### src/rtl/system_mdr_pkg.sv
// Shared types and constants for the multiply/divide/root subsystem.
package system_mdr_pkg;

  localparam int DW_DEF      = 16;
  localparam int TIMEOUT_DEF = 255;

  typedef logic [DW_DEF-1:0] data_t;
  typedef logic [2:0]        enb_t;

  typedef enum logic [1:0] {
    OP_MULT = 2'b00,
    OP_DIV  = 2'b01,
    OP_ROOT = 2'b10,
    OP_ILL  = 2'b11
  } op_t;

  typedef enum logic [1:0] {
    ERR_NONE    = 2'b00,
    ERR_DIV0    = 2'b01,
    ERR_NEGROOT = 2'b10,
    ERR_ILL_TMO = 2'b11
  } err_t;

  typedef enum logic [2:0] {
    ST_IDLE   = 3'd0,
    ST_LOAD_X = 3'd1,
    ST_LOAD_Y = 3'd2,
    ST_ISSUE  = 3'd3,
    ST_WAIT   = 3'd4,
    ST_DONE   = 3'd5,
    ST_ERROR  = 3'd6
  } state_t;

  localparam enb_t ENB_NONE = 3'b000;
  localparam enb_t ENB_MULT = 3'b001;
  localparam enb_t ENB_DIV  = 3'b010;
  localparam enb_t ENB_ROOT = 3'b100;

  // Core enable for a legal op; illegal op never enables anything.
  function automatic enb_t op_onehot(input logic [1:0] op);
    enb_t enb;
    case (op)
      OP_MULT: enb = ENB_MULT;
      OP_DIV:  enb = ENB_DIV;
      OP_ROOT: enb = ENB_ROOT;
      default: enb = ENB_NONE;
    endcase
    return enb;
  endfunction

endpackage

### src/rtl/mdr_timeout_counter.sv
// Counts WAIT cycles; o_expire marks the cycle whose increment reaches TIMEOUT.
module mdr_timeout_counter
  import system_mdr_pkg::*;
#(
  parameter int TIMEOUT = TIMEOUT_DEF
) (
  input  logic clk,
  input  logic rst,
  input  logic i_clear,
  input  logic i_enable,
  output logic o_expire
);

  localparam int CW = $clog2(TIMEOUT + 1);
  localparam logic [CW-1:0] C_LAST = CW'(TIMEOUT - 1);
  localparam logic [CW-1:0] C_MAX  = CW'(TIMEOUT);

  logic [CW-1:0] r_count;

  // Up-counter, cleared per transaction, saturating at TIMEOUT.
  always_ff @(posedge clk or negedge rst) begin
    if (!rst) begin
      r_count <= '0;
    end else if (i_clear) begin
      r_count <= '0;
    end else if (i_enable && (r_count != C_MAX)) begin
      r_count <= r_count + 1'b1;
    end
  end

  assign o_expire = i_enable && (r_count == C_LAST);

endmodule

### src/rtl/mdr_operand_sequencer.sv
// Operand sequencer for the multiply/divide/root core.
// Optional operand check (div-by-zero, negative root) enabled by MDR_OPERAND_CHECK_EN.
//
//   state  | meaning
//   IDLE   | waiting for i_start
//   LOAD_X | waiting for operand X (illegal op exits to ERROR)
//   LOAD_Y | waiting for operand Y (mult/div only)
//   ISSUE  | operand check, raise core enable
//   WAIT   | enable held, waiting for i_done or timeout
//   DONE   | result valid, holds until next i_start
//   ERROR  | error code valid, holds until next i_start
module mdr_operand_sequencer
  import system_mdr_pkg::*;
#(
  parameter int DW      = DW_DEF,
  parameter int TIMEOUT = TIMEOUT_DEF
) (
  input  logic          clk,
  input  logic          rst,
  input  logic          i_start,
  input  logic [1:0]    i_op,
  input  logic          i_load,
  input  logic [DW-1:0] i_data,
  input  logic          i_done,
  output logic [DW-1:0] o_dataX,
  output logic [DW-1:0] o_dataY,
  output logic [2:0]    o_enable,
  output logic          o_busy,
  output logic          o_valid,
  output logic          o_error,
  output logic [1:0]    o_err_code
);

  localparam logic [2:0] S_IDLE   = ST_IDLE;
  localparam logic [2:0] S_LOAD_X = ST_LOAD_X;
  localparam logic [2:0] S_LOAD_Y = ST_LOAD_Y;
  localparam logic [2:0] S_ISSUE  = ST_ISSUE;
  localparam logic [2:0] S_WAIT   = ST_WAIT;
  localparam logic [2:0] S_DONE   = ST_DONE;
  localparam logic [2:0] S_ERROR  = ST_ERROR;

  logic [2:0]    r_state;
  logic [1:0]    r_op;
  logic [DW-1:0] r_data_x;
  logic [DW-1:0] r_data_y;
  logic [2:0]    r_enable;
  logic          r_valid;
  logic          r_error;
  logic [1:0]    r_err_code;

  logic          w_accept_start;
  logic          w_in_wait;
  logic          w_expire;
  logic          w_check_fail;
  logic [1:0]    w_check_code;

  assign w_accept_start = i_start &&
                          ((r_state == S_IDLE) || (r_state == S_DONE) || (r_state == S_ERROR));
  assign w_in_wait      = (r_state == S_WAIT);

  mdr_timeout_counter #(
    .TIMEOUT (TIMEOUT)
  ) u_timeout (
    .clk      (clk),
    .rst      (rst),
    .i_clear  (w_accept_start),
    .i_enable (w_in_wait),
    .o_expire (w_expire)
  );

`ifdef MDR_OPERAND_CHECK_EN
  // Operand legality evaluated on the registered operands during ISSUE.
  always_comb begin
    w_check_fail = 1'b0;
    w_check_code = ERR_NONE;
    if ((r_op == OP_DIV) && (r_data_y == '0)) begin
      w_check_fail = 1'b1;
      w_check_code = ERR_DIV0;
    end else if ((r_op == OP_ROOT) && r_data_x[DW-1]) begin
      w_check_fail = 1'b1;
      w_check_code = ERR_NEGROOT;
    end
  end
`else
  assign w_check_fail = 1'b0;
  assign w_check_code = ERR_NONE;
`endif

  // Main sequencing FSM with its registered operand and status outputs.
  always_ff @(posedge clk or negedge rst) begin
    if (!rst) begin
      r_state    <= S_IDLE;
      r_op       <= OP_MULT;
      r_data_x   <= '0;
      r_data_y   <= '0;
      r_enable   <= ENB_NONE;
      r_valid    <= 1'b0;
      r_error    <= 1'b0;
      r_err_code <= ERR_NONE;
    end else begin
      case (r_state)
        S_IDLE, S_DONE, S_ERROR: begin
          if (i_start) begin
            r_op       <= i_op;
            r_valid    <= 1'b0;
            r_error    <= 1'b0;
            r_err_code <= ERR_NONE;
            r_state    <= S_LOAD_X;
          end
        end
        S_LOAD_X: begin
          if (r_op == OP_ILL) begin
            r_error    <= 1'b1;
            r_err_code <= ERR_ILL_TMO;
            r_state    <= S_ERROR;
          end else if (i_load) begin
            r_data_x <= i_data;
            if (r_op == OP_ROOT) begin
              r_data_y <= '0;
              r_state  <= S_ISSUE;
            end else begin
              r_state  <= S_LOAD_Y;
            end
          end
        end
        S_LOAD_Y: begin
          if (i_load) begin
            r_data_y <= i_data;
            r_state  <= S_ISSUE;
          end
        end
        S_ISSUE: begin
          if (w_check_fail) begin
            r_error    <= 1'b1;
            r_err_code <= w_check_code;
            r_state    <= S_ERROR;
          end else begin
            r_enable <= op_onehot(r_op);
            r_state  <= S_WAIT;
          end
        end
        S_WAIT: begin
          // Done on the expiring cycle still counts as a completion.
          if (i_done) begin
            r_enable <= ENB_NONE;
            r_valid  <= 1'b1;
            r_state  <= S_DONE;
          end else if (w_expire) begin
            r_enable   <= ENB_NONE;
            r_error    <= 1'b1;
            r_err_code <= ERR_ILL_TMO;
            r_state    <= S_ERROR;
          end
        end
        default: begin
          r_enable <= ENB_NONE;
          r_state  <= S_IDLE;
        end
      endcase
    end
  end

  assign o_dataX    = r_data_x;
  assign o_dataY    = r_data_y;
  assign o_enable   = r_enable;
  assign o_busy     = (r_state == S_LOAD_X) || (r_state == S_LOAD_Y) ||
                      (r_state == S_ISSUE)  || (r_state == S_WAIT);
  assign o_valid    = r_valid;
  assign o_error    = r_error;
  assign o_err_code = r_err_code;

endmodule
### config.mk
export PLATFORM = sky130hd
export DESIGN_NAME = mdr_operand_sequencer
export DESIGN_NICKNAME = d
export VERILOG_FILES = /design/src/rtl/system_mdr_pkg.sv /design/src/rtl/mdr_timeout_counter.sv /design/src/rtl/mdr_operand_sequencer.sv
export SDC_FILE = /design/constraint.sdc
export NUM_CORES = 1
export LEC_CHECK = 0
export ABC_AREA = 1
export ABC_CLOCK_PERIOD_IN_PS = 2300
export CAP_MARGIN = 10
export CORE_MARGIN = 2
export CORE_UTILIZATION = 56
export CTS_CLUSTER_SIZE = 24
export DETAILED_ROUTE_END_ITERATION = 8
export DONT_BUFFER_PORTS = 1
export MAX_ROUTING_LAYER = met4
export PLACE_DENSITY_LB_ADDON = 0.1
export RECOVER_POWER = 25
export SLEW_MARGIN = 20
export SYNTH_ARGS = -nofsm -noshare
export SYNTH_HDL_FRONTEND = slang
export SYNTH_SLANG_ARGS = --single-unit
### constraint.sdc
create_clock -name clk -period 2.3 [get_ports clk]
set_input_delay 0.23 -clock clk [delete_from_list [all_inputs] [get_ports clk]]
set_output_delay 0.23 -clock clk [all_outputs]
set_load 0.02 [all_outputs]
==> metrics.md <==
| Metric | Value |
|---|---|
| Status | `completed` |
| Die area | `4840 um2` |
| CTS Sinks | `50` |
| Final Instance Count excl. Fillers | `between 300 and 400` |
| Pre-antenna DRT Iters | `4` |
| Layout cells sized above 1 | `7.43%` |
| Fmax | `598 MHz` |
| Post-synth top area share | `52.0%` |
| Hold Path Depth | `2` |
| Hold Path End | `r_op[0]$_DFFE_PN0P_` |
| Area share of and/or/nand/nor cells after synthesis | `28.0%` |
| CTS tree | `done` |
| Fin area | `2520 um2` |
| Mean area per synthesized cell | `8.10 um2` |
| Post-Route Skew | `0.00545 ns` |
| DRC violations left | `0` |
| Pin count of the biggest net entering global routing | `51` |
| Number of synthesized register bits | `50` |
| Synth Area in Compound Gates | `roughly a tenth` |
| GPL Wtd Cong | `0.886` |
| Syn Nets | `between 300 and 400` |
| Tcrit/Tclk final | `72.7%` |
| Core Area | `4060 um2` |
| IO Count | `63` |
| Final hold violations | `0` |
| Max clock buf depth | `2` |
| Tmin final | `between 1.5 and 2 ns` |
| Buffers added on ports | `0` |
| Drt initial violations | `175` |
| Syn. warnings | `0` |
| Hpwl dp | `3.67 mm` |
| GRT Resource Usage Total | `23.2%` |
| Post-Synthesis Cells | `297` |
| Max Cap Violations | `0` |
| Slew @ Worst Pin | `1.24 ns` |
| Worst IR Drop VDD | `695 uV` |
| Hold Path Class | `input port to flop` |
| Final Util | `62.1%` |
| Row Count | `23` |
| Chip Width | `69.5 um` |
| Fin. max-slew vios | `0` |
| Fin Setup TNS | `0 ns` |
| Worst reg-to-reg setup slack | `0.63 ns` |
| Pwr dens | `1230 nW/um2` |
| Clock latency on the worst-skew pair | `0.30 ns` |
| # setup viols final | `0` |
| Synth area leaders | `dfrtp_1 52%, nand2_1 13%, nand3_1 10%` |
| Final ANT Viol Nets | `0` |
| CP Class | `flop to flop` |
| Cell accounting for the most synthesized area | `dfrtp_1` |
| Starting Density | `approximately 59%` |
| RR Startpoint | `r_state[1]$_DFFE_PN0P_` |
| Adder-Cell Fraction of Synth Area | `1.04%` |
| Mapped Area | `2410 um2` |
| Area Growth Syn to Fin | `4.68%` |
| R2R depth | `7` |
| Pleak | `1.39 nW` |
| Critical path peak fanout | `14` |
| Nets@finish | `321` |
| Inserted Diodes | `0` |
| Relative slew slack | `17.5%` |
| WP data arrival | `~1.9 ns` |
| GRT overflow | `0` |
| Cts repair resizes | `0` |
| Die height | `69.5 um` |
| Number of global-route vias before repair | `1818` |
| Critical path startpoint category | `flop` |
| RSZ-0062 raised after global routing | `false` |
| Worst EP required | `2.49 ns` |
| Largest family of logic cells by synthesized area | `simple AND/OR/NAND/NOR gates` |
| Seq/Total Area, Yosys | `52.0%` |
| Post-synthesis mux area share | `0%` |
| CTS root buf | `clkbuf_8` |
| Via density | `5.56` |
| First-pass GRT wire length | `8.64 mm` |
| Post-Route WL | `5.25 mm` |
| Placed Instances | `337` |
| Initial antenna violation count | `0` |
| Distinct cells, synth | `26` |
| Via count | `a little under 2000` |
| Hold Crit Start | `i_op[0]` |
| Setup crit end kind | `flop` |
| Post-synthesis xor/xnor area fraction | `1.09%` |
| Post-DP Area | `2420 um2` |
| CTS H-tree depth | `2` |
| Reg clk slew, reported paths | `0.09 ns` |
| CTS Buf Count | `5` |
| Drt wl/cell | `15.2 um` |
| RR Endpoint | `r_op[1]$_DFFE_PN0P_` |
[area by class of cell]
class                   instances  area (um2)
inverters                      33         124
clock inverters                 2        13.8
flip-flops and latches         50        1250
fillers                       353        1540
repair buffers                  5        37.5
multi-input cells             201         961
clock buffers                   5        68.8
well taps                      50        62.6
[cell families after synthesis]
group	count (synthesis)
xor+xnor	3
flops	50
fa+ha+maj	2
simple gates	150
compound gates	46
buf+inv	46
[metal layers]
| metal | vias up | track usage [%] | share of wire, % |
|---|---|---|---|
| li1 | 959 | - | - |
| met1 | 889 | 30.3 | 44 |
| met2 | 68 | 34.4 | 47 |
| met3 | 9 | 7.70 | 7.9 |
| met4 | 0 | 7.41 | 1.6 |
| met5 | - | - | 0 |
[Yosys cell counts, drive strengths merged]
library cell	number
a21oi	3
buf	9
clkbuf	4
dfrtp	50
ha	2
inv	33
nand2	86
nand3	49
nand3b	1
nand4	3
nor2	10
o21ai	41
o21bai	1
o31ai	1
or2	1
xnor2	1
xor2	2
[where the power goes]
part           internal [mW]  switching, mW  leakage [nW]
sequential              1.13          0.485         0.660
clock                  0.211          0.292        0.0444
combinational          0.304          0.683         0.684
total                   1.64           1.46          1.39
[sequential cells by signal, summed over array words and instances (netlist names)]
signal             cells
r_state                3
o_err_code             1
o_valid                1
r_op                   2
u_timeout.r_count      8
o_dataY               16
o_dataX               16
o_enable               3
[placed cells by master, fill, tap and decap left out, types with 2 or more instances in the layout]
master,n
buf_4,3
a21oi_1,3
ha_1,2
o21ai_0,27
nand3_1,49
dfrtp_1,50
nand2_1,83
xor2_1,2
nand4_1,3
clkbuf_8,5
nand2_2,2
inv_2,5
inv_1,28
o21ai_1,14
nor2_1,8
[what timing repair did]
action	in CTS	in global routing
hold endpoints to repair	50	0
setup buffers	0	0
hold buffers	2	0
[worst max-delay path by stage]
stage / start / endpoint / slack, ns / cells past startpoint
4_1_cts: r_state[1]$_DFFE_PN0P_ / u_timeout.r_count[6]$_DFFE_PN0P_ / 0.65 / 4
5_1_grt: r_state[1]$_DFFE_PN0P_ / u_timeout.r_count[6]$_DFFE_PN0P_ / 0.45 / 6
3_5_place_dp: r_state[1]$_DFFE_PN0P_ / u_timeout.r_count[6]$_DFFE_PN0P_ / 0.67 / 4
3_3_place_gp: r_state[0]$_DFFE_PN0P_ / r_op[1]$_DFFE_PN0P_ / 0.71 / 6
2_1_floorplan: r_state[2]$_DFFE_PN0P_ / o_dataY[9]$_DFFE_PN0P_ / 0.90 / 8
6_report: r_state[1]$_DFFE_PN0P_ / r_op[1]$_DFFE_PN0P_ / 0.63 / 7
[critical path: stages (launching register included)]
cell,delay [ns]
dfrtp_1,0.53
inv_1,0.13
nand2_1,0.08
nand3_1,0.12
nand3_1,0.40
inv_1,0.16
nand2_1,0.08
o21ai_0,0.07
[metrics by stage]
step | total power, mW | worst slack (ns) | hold WS [ns]
after floorplan | 2.40 | 0.902 | -0.0656
after global placement | 2.59 | 0.712 | -0.0646
after detailed placement | 2.60 | 0.671 | -0.0644
after CTS | 3.13 | 0.650 | 0.0324
after global routing | 3.35 | 0.447 | 0.0268
final | 3.10 | 0.627 | 0.0425
Note: power is estimated with default switching activity, not from simulation.
